<file path="src/rtl/jump_ctrl_if.sv">
// Branch-command / PC-control bundle shared by the decoder side (master) and jump_ctrl (slave).
// Widths follow the jump_ctrl parameters: D address bits, L LUT index bits, S link-stack entries.
interface jump_ctrl_if #(
   parameter int D = 10,
   parameter int L = 4,
   parameter int S = 4
);
   localparam int SW = $clog2(S + 1);

   logic [2:0]    br_op;
   logic [L-1:0]  lut_idx;
   logic [D-1:0]  prog_ctr;
   logic          zero_in;
   logic          flag_wr;
   logic          lut_we;
   logic [L-1:0]  lut_waddr;
   logic [D-1:0]  lut_wdata;
   logic          jmp_en;
   logic          absjump_en;
   logic [D-1:0]  target;
   logic [D-1:0]  absaddress;
   logic [SW-1:0] stk_depth;
   logic          stk_ovf;
   logic          stk_udf;

   modport master (
      output br_op, lut_idx, prog_ctr, zero_in, flag_wr, lut_we, lut_waddr, lut_wdata,
      input  jmp_en, absjump_en, target, absaddress, stk_depth, stk_ovf, stk_udf
   );

   modport slave (
      input  br_op, lut_idx, prog_ctr, zero_in, flag_wr, lut_we, lut_waddr, lut_wdata,
      output jmp_en, absjump_en, target, absaddress, stk_depth, stk_ovf, stk_udf
   );
endinterface

</file>
<file path="src/rtl/jump_ctrl.sv">
// Branch command decoder for the PC: zero flag, relative-offset LUT and an optional link stack.
// Define LINK_STACK_EN to build the CALL/RET link stack; otherwise CALL acts as JMP and RET as NOP.
module jump_ctrl #(
   parameter int D = 10,
   parameter int L = 4,
   parameter int S = 4
) (
   input logic        clk,
   input logic        reset,
   jump_ctrl_if.slave bus
);
   localparam int SW = $clog2(S + 1);

   typedef enum logic [2:0] {
      OP_NOP  = 3'b000,
      OP_JMP  = 3'b001,
      OP_BZ   = 3'b010,
      OP_BNZ  = 3'b011,
      OP_CALL = 3'b100,
      OP_RET  = 3'b101,
      OP_RSV6 = 3'b110,
      OP_RSV7 = 3'b111
   } br_op_t;

   br_op_t       op;
   logic         flag_q;
   logic [D-1:0] lut_q [2**L];
   logic [D-1:0] lut_rd;
   logic         jmp;
   logic         abs_jmp;
   logic [D-1:0] tgt;
   logic [D-1:0] abs_addr;

   assign op     = br_op_t'(bus.br_op);
   assign lut_rd = lut_q[bus.lut_idx];

`ifdef LINK_STACK_EN
   localparam int AW = (S > 1) ? $clog2(S) : 1;

   logic [D-1:0]  stk_mem [S];
   logic [SW-1:0] depth_q;
   logic          ovf_q;
   logic          udf_q;
   logic [AW-1:0] top_idx;
   logic [AW-1:0] push_idx;
   logic          stk_full;
   logic          stk_empty;
   logic          do_push;
   logic          do_pop;
   logic          set_ovf;
   logic          set_udf;

   assign stk_full  = (depth_q == SW'(S));
   assign stk_empty = (depth_q == '0);
   assign top_idx   = AW'(depth_q - SW'(1));
   assign push_idx  = AW'(depth_q);
`else
   logic unused_prog_ctr;
   assign unused_prog_ctr = ^bus.prog_ctr;
`endif

   // Jump decode is purely combinational so the PC can sample it on the same edge
   // that updates the flag, LUT and stack; a CALL on a full stack still jumps.
   always_comb begin
      jmp      = 1'b0;
      abs_jmp  = 1'b0;
      tgt      = '0;
      abs_addr = '0;
`ifdef LINK_STACK_EN
      do_push  = 1'b0;
      do_pop   = 1'b0;
      set_ovf  = 1'b0;
      set_udf  = 1'b0;
`endif
      case (op)
         OP_JMP: begin
            jmp = 1'b1;
            tgt = lut_rd;
         end
         OP_BZ: begin
            jmp = flag_q;
            tgt = lut_rd;
         end
         OP_BNZ: begin
            jmp = ~flag_q;
            tgt = lut_rd;
         end
         OP_CALL: begin
            jmp = 1'b1;
            tgt = lut_rd;
`ifdef LINK_STACK_EN
            if (stk_full) set_ovf = 1'b1;
            else          do_push = 1'b1;
`endif
         end
`ifdef LINK_STACK_EN
         OP_RET: begin
            if (!stk_empty) begin
               jmp      = 1'b1;
               abs_jmp  = 1'b1;
               abs_addr = stk_mem[top_idx];
               do_pop   = 1'b1;
            end else begin
               set_udf  = 1'b1;
            end
         end
`endif
         default: ;
      endcase
   end

   // The flag written this cycle only steers branches from the next cycle on,
   // and a LUT write never bypasses to a same-cycle read.
   always_ff @(posedge clk or posedge reset) begin
      if (reset) begin
         flag_q <= 1'b0;
         for (int i = 0; i < 2**L; i++) lut_q[i] <= '0;
      end else begin
         if (bus.flag_wr) flag_q <= bus.zero_in;
         if (bus.lut_we)  lut_q[bus.lut_waddr] <= bus.lut_wdata;
      end
   end

`ifdef LINK_STACK_EN
   // Occupancy and sticky error bits; clearing the depth empties the stack at once.
   always_ff @(posedge clk or posedge reset) begin
      if (reset) begin
         depth_q <= '0;
         ovf_q   <= 1'b0;
         udf_q   <= 1'b0;
      end else begin
         if (do_push)     depth_q <= depth_q + SW'(1);
         else if (do_pop) depth_q <= depth_q - SW'(1);
         if (set_ovf) ovf_q <= 1'b1;
         if (set_udf) udf_q <= 1'b1;
      end
   end

   always_ff @(posedge clk) begin
      if (do_push) stk_mem[push_idx] <= bus.prog_ctr + D'(1);
   end

   assign bus.stk_depth = depth_q;
   assign bus.stk_ovf   = ovf_q;
   assign bus.stk_udf   = udf_q;
`else
   assign bus.stk_depth = '0;
   assign bus.stk_ovf   = 1'b0;
   assign bus.stk_udf   = 1'b0;
`endif

   assign bus.jmp_en     = jmp;
   assign bus.absjump_en = abs_jmp;
   assign bus.target     = tgt;
   assign bus.absaddress = abs_addr;
endmodule

</file>
<file path="src/flat_wrapper.sv">
// flat-port wrapper written by rule: the top's interface ports become plain ports
module jump_ctrl_flat 
#(
   parameter int D = 10,
   parameter int L = 4,
   parameter int S = 4
)
  (clk, reset, bus_br_op, bus_lut_idx, bus_prog_ctr, bus_zero_in, bus_flag_wr, bus_lut_we, bus_lut_waddr, bus_lut_wdata, bus_jmp_en, bus_absjump_en, bus_target, bus_absaddress, bus_stk_depth, bus_stk_ovf, bus_stk_udf);
  jump_ctrl_if #(.D(D), .L(L), .S(S)) bus_i ();
  input logic clk;
  input logic reset;
  input wire logic [$bits(bus_i.br_op)-1:0] bus_br_op;
  input wire logic [$bits(bus_i.lut_idx)-1:0] bus_lut_idx;
  input wire logic [$bits(bus_i.prog_ctr)-1:0] bus_prog_ctr;
  input wire logic [$bits(bus_i.zero_in)-1:0] bus_zero_in;
  input wire logic [$bits(bus_i.flag_wr)-1:0] bus_flag_wr;
  input wire logic [$bits(bus_i.lut_we)-1:0] bus_lut_we;
  input wire logic [$bits(bus_i.lut_waddr)-1:0] bus_lut_waddr;
  input wire logic [$bits(bus_i.lut_wdata)-1:0] bus_lut_wdata;
  output wire logic [$bits(bus_i.jmp_en)-1:0] bus_jmp_en;
  output wire logic [$bits(bus_i.absjump_en)-1:0] bus_absjump_en;
  output wire logic [$bits(bus_i.target)-1:0] bus_target;
  output wire logic [$bits(bus_i.absaddress)-1:0] bus_absaddress;
  output wire logic [$bits(bus_i.stk_depth)-1:0] bus_stk_depth;
  output wire logic [$bits(bus_i.stk_ovf)-1:0] bus_stk_ovf;
  output wire logic [$bits(bus_i.stk_udf)-1:0] bus_stk_udf;
  assign bus_i.br_op = bus_br_op;
  assign bus_i.lut_idx = bus_lut_idx;
  assign bus_i.prog_ctr = bus_prog_ctr;
  assign bus_i.zero_in = bus_zero_in;
  assign bus_i.flag_wr = bus_flag_wr;
  assign bus_i.lut_we = bus_lut_we;
  assign bus_i.lut_waddr = bus_lut_waddr;
  assign bus_i.lut_wdata = bus_lut_wdata;
  assign bus_jmp_en = bus_i.jmp_en;
  assign bus_absjump_en = bus_i.absjump_en;
  assign bus_target = bus_i.target;
  assign bus_absaddress = bus_i.absaddress;
  assign bus_stk_depth = bus_i.stk_depth;
  assign bus_stk_ovf = bus_i.stk_ovf;
  assign bus_stk_udf = bus_i.stk_udf;
  jump_ctrl #(.D(D), .L(L), .S(S)) u_core (.clk(clk), .reset(reset), .bus(bus_i));
endmodule
</file>
<file path="config.mk">
export PLATFORM = sky130hd
export DESIGN_NAME = jump_ctrl_flat
export DESIGN_NICKNAME = d
export VERILOG_FILES = /design/src/rtl/jump_ctrl_if.sv /design/src/rtl/jump_ctrl.sv /design/src/flat_wrapper.sv
export SDC_FILE = /design/constraint.sdc
export NUM_CORES = 1
export LEC_CHECK = 0
export CAP_MARGIN = 20
export CELL_PAD_IN_SITES_DETAIL_PLACEMENT = 1
export CELL_PAD_IN_SITES_GLOBAL_PLACEMENT = 1
export CORE_UTILIZATION = 49
export CTS_BUF_LIST = sky130_fd_sc_hd__clkbuf_2 sky130_fd_sc_hd__clkbuf_4 sky130_fd_sc_hd__clkbuf_8
export DETAILED_ROUTE_END_ITERATION = 8
export DONT_BUFFER_PORTS = 1
export PLACE_DENSITY_LB_ADDON = 0.1
export SLEW_MARGIN = 20
export SYNTH_ARGS = -nofsm -noshare
export SYNTH_HDL_FRONTEND = slang
export SYNTH_SLANG_ARGS = --single-unit
</file>
<file path="constraint.sdc">
create_clock -name clk -period 6.45 [get_ports clk]
set_input_delay 0.9675 -clock clk [delete_from_list [all_inputs] [get_ports clk]]
set_output_delay 0.9675 -clock clk [all_outputs]
set_load 0.02 [all_outputs]
</file>
==> summary.txt <==
Floorplan
  • Die height: between 100 and 150 microns
  • Row count: 44
  • I/O Pins: 63
  • Core area: ~15,000 sq um
  • Die span in x: roughly 130 microns
  • Die area: between 15,000 and 20,000 sq um
  • Initial core utilization: ~51%

Setup path
  • Crit path DAT: between 2 and 3 ns
  • Crit end category: primary output
  • Crit path max fanout: 10
  • CP startpoint kind: primary input
  • Critical path type: primary input to primary output
  • RR Startpoint: u_core.lut_q[124]
  • CP Launch Point: bus_br_op[0]
  • CP Data Required Time: between 5 and 6 ns

Global route
  • Layer with the highest usage: met2
  • Met1 usage: a little under a third
  • Vias in the first global route: about 4,500
  • Initial antenna violation count: 0
  • First-pass GRT wire length: around 27,000 microns
  • Grt ovf: 0
  • All-Layer GR Usage: ~23%
  • Met2 usage: between 30% and 40%
  • Met3 GRT Util: around 4.9%
  • Largest net degree at the start of global routing: 110

Layout
  • Fillers: ~1,400
  • Post-route cell area: 8060 sq um
  • Post-layout util: between 50 and 60%
  • Final-stage net count: about 500
  • Synthesis-to-finish area growth: 7.40%
  • Layout cells sized above 1: between 50% and 60%
  • Most frequent cells in the layout: mux2_2 (171), dfrtp_1 (161), mux4_2 (34)
  • Commonest non-fill, non-tap cell in the layout: mux2_2
  • Ant. Diodes: 0

Place
  • GP Congestion: 0.788
  • Post-DP HPWL: 10,300 microns
  • Worst slack, placed: roughly 2.9 ns
  • Port bufs: 0
  • Placed cell area: between 7000 and 8000 sq um

Worst hold path
  • Worst hold-check path type: primary input to async pin

Logic synthesis
  • Yosys top cell by area: dfrtp_1
  • Flops & latches, synth: 161
  • Gate Count Post-Synth: approximately 470
  • Syn Area/Cell: between 15 and 20 sq um
  • Synth warn: 0
  • Xor/xnor share of the synthesized area: less than 1%
  • Register area share after synthesis: 53.7%
  • Post-synthesis adder-cell area fraction: 0%
  • Distinct cells, synth: 25
  • Mux share of post-synthesis cell area: between 30% and 40%
  • Synth Area in Simple Gates: 3.53%
  • Largest family of logic cells by synthesized area: multiplexers
  • Largest cells by area after synthesis: dfrtp_1 (54%), mux2_2 (26%), mux4_2 (10%)
  • Area fraction of the dominant cell type after synthesis: roughly 54%
  • Compound-Gate Fraction of Synth Area: about 1.5%
  • Syn Std Cell Area: roughly 7500 sq um

Power and ir drop
  • Pwr dens: about 330 nW/um^2
  • Reg power frac: slightly above 50%
  • Net load switching power: 0.681 mW
  • Comb power frac: approximately 18%
  • Internal cell power: 2.00 mW
  • Leakage: 3.41 nW
  • Worst vdd ir: between 200 and 250 uV
  • Net Sw Frac: between 20% and 30%
  • Clk network pwr share: a little under a third

Clock network
  • Deepest clock path buffer count: 2
  • Setup Fix Bufs, Post-CTS: 0
  • Post-CTS resize count: 0
  • Clock Root Buffer: clkbuf_8
  • Clk Latency, worst-skew pair: about 0.46 ns
  • Clock slew at reported path FFs: around 0.1 ns
  • H-tree levels: 4
  • CTS Buf Count: 17
  • Sink Count: ~160
  • CTS tree: yes
  • CTS Hold Bufs: 0

Routing
  • Total Wirelength: roughly 16,000 microns
  • Routed WL per cell: around 25 microns
  • Routed vias/inst: approximately 6.0
  • Antenna Nets Post-Route: 0
  • First-pass DRT Iterations: 4
  • Total number of vias: roughly 4,000
  • DRT iter0 DRCs: between 200 and 250
  • DRC: 0

STA
  • Setup Total Neg Slack: 0 ns
  • Slew margin rel.: about a quarter
  • Fin worst setup slack: about 2.9 ns
  • Final Hold Fails: 0
  • Final setup vio count: 0
  • Max Transition Viols Final: 0
  • RSZ-0062 raised after global routing: no
  • Final period util: between 50% and 60%
  • Clk_skew: 0 ns
  • Final min period: ~3.5 ns
  • Max Fclk: 282 MHz
  • Hold slack: between 0.3 and 0.4 ns
  • Slew @ Worst Pin: around 1.1 ns

Outcome
  • Outcome: completed

Run
  • Max-Cap Viols: 0
==> stage by stage <==
stage	cells	total power, mW
final	666	2.68
after CTS	665	2.70
after global routing	666	2.80
after detailed placement	633	1.86
after global placement	633	1.81
after floorplan	488	1.77
==> layer usage <==
metal	vias to the layer above	wire length (microns)
met1	2213	7590
met4	0	163
met3	12	440
met2	47	8250
met5	-	0
li1	1728	-
==> sequential cells by signal, summed over array words and instances, names as in the netlist <==
signal and count:
u_core.lut_q 160, u_core.flag_q 1
==> critical path, stage by stage <==
cell	delay (ns)
o21ai_0	0.27
nand2_1	0.14
nor3b_2	0.74
a221o_1	0.46
==> power groups by stage <==
stage | logic, mW | clock network, mW | registers, mW
2_1_floorplan | 0.436 | 0 | 1.33
3_3_place_gp | 0.461 | 0 | 1.35
3_5_place_dp | 0.481 | 0 | 1.38
4_1_cts | 0.483 | 0.858 | 1.36
5_1_grt | 0.519 | 0.892 | 1.39
6_report | 0.478 | 0.844 | 1.36
==> cells in the mapped netlist, drive strengths merged <==
library cell and number:
or3 5, xnor2 1, conb 1, nor3b 1
o21a 1, clkbuf 15, mux4 40, mux2 171
dfrtp 161, inv 1, nand2b 3, a221o 10
nor2b 11, nor2 10, o21ai 1, nand4 1
nand2 8, nor3 3, nand3 3, buf 26
==> final cells by class <==
class                           instances  area (sq um)  share of cell area (%)
Clock inverter                         13           195                    2.42
Clock buffer                           19           262                    3.24
Timing Repair Buffer                    3          42.5                   0.528
Inverter                                1          8.76                   0.109
Sequential cell                       161          4030                    50.0
Multi-Input combinational cell        285          3300                    40.9
Tap cell                              184           230                    2.86
==> logic make-up (layout without fill, tap and decap cells) <==
group | Yosys count | in the layout
AO/OA/AOI/OAI | 12 | 12
XOR/XNOR | 1 | 1
buffers and inverters | 42 | 36
flip-flops | 161 | 161
multiplexers | 211 | 211
other | 1 | 16
AND/OR/NAND/NOR | 45 | 45
==> path summary, 6_finish.rpt <==
path,end,slack [ns],cells past startpoint
worst max register to register,u_core.lut_q[124],5.66,1
min in group clk,u_core.lut_q[129],0.51,1
worst min-delay path,u_core.lut_q[17],0.35,1
worst max-delay path,bus_target[6],2.90,4
worst min register to register,u_core.lut_q[129],0.51,1
max in group asynchronous,u_core.lut_q[39],4.70,3
Power figures use the tool's default switching activity.
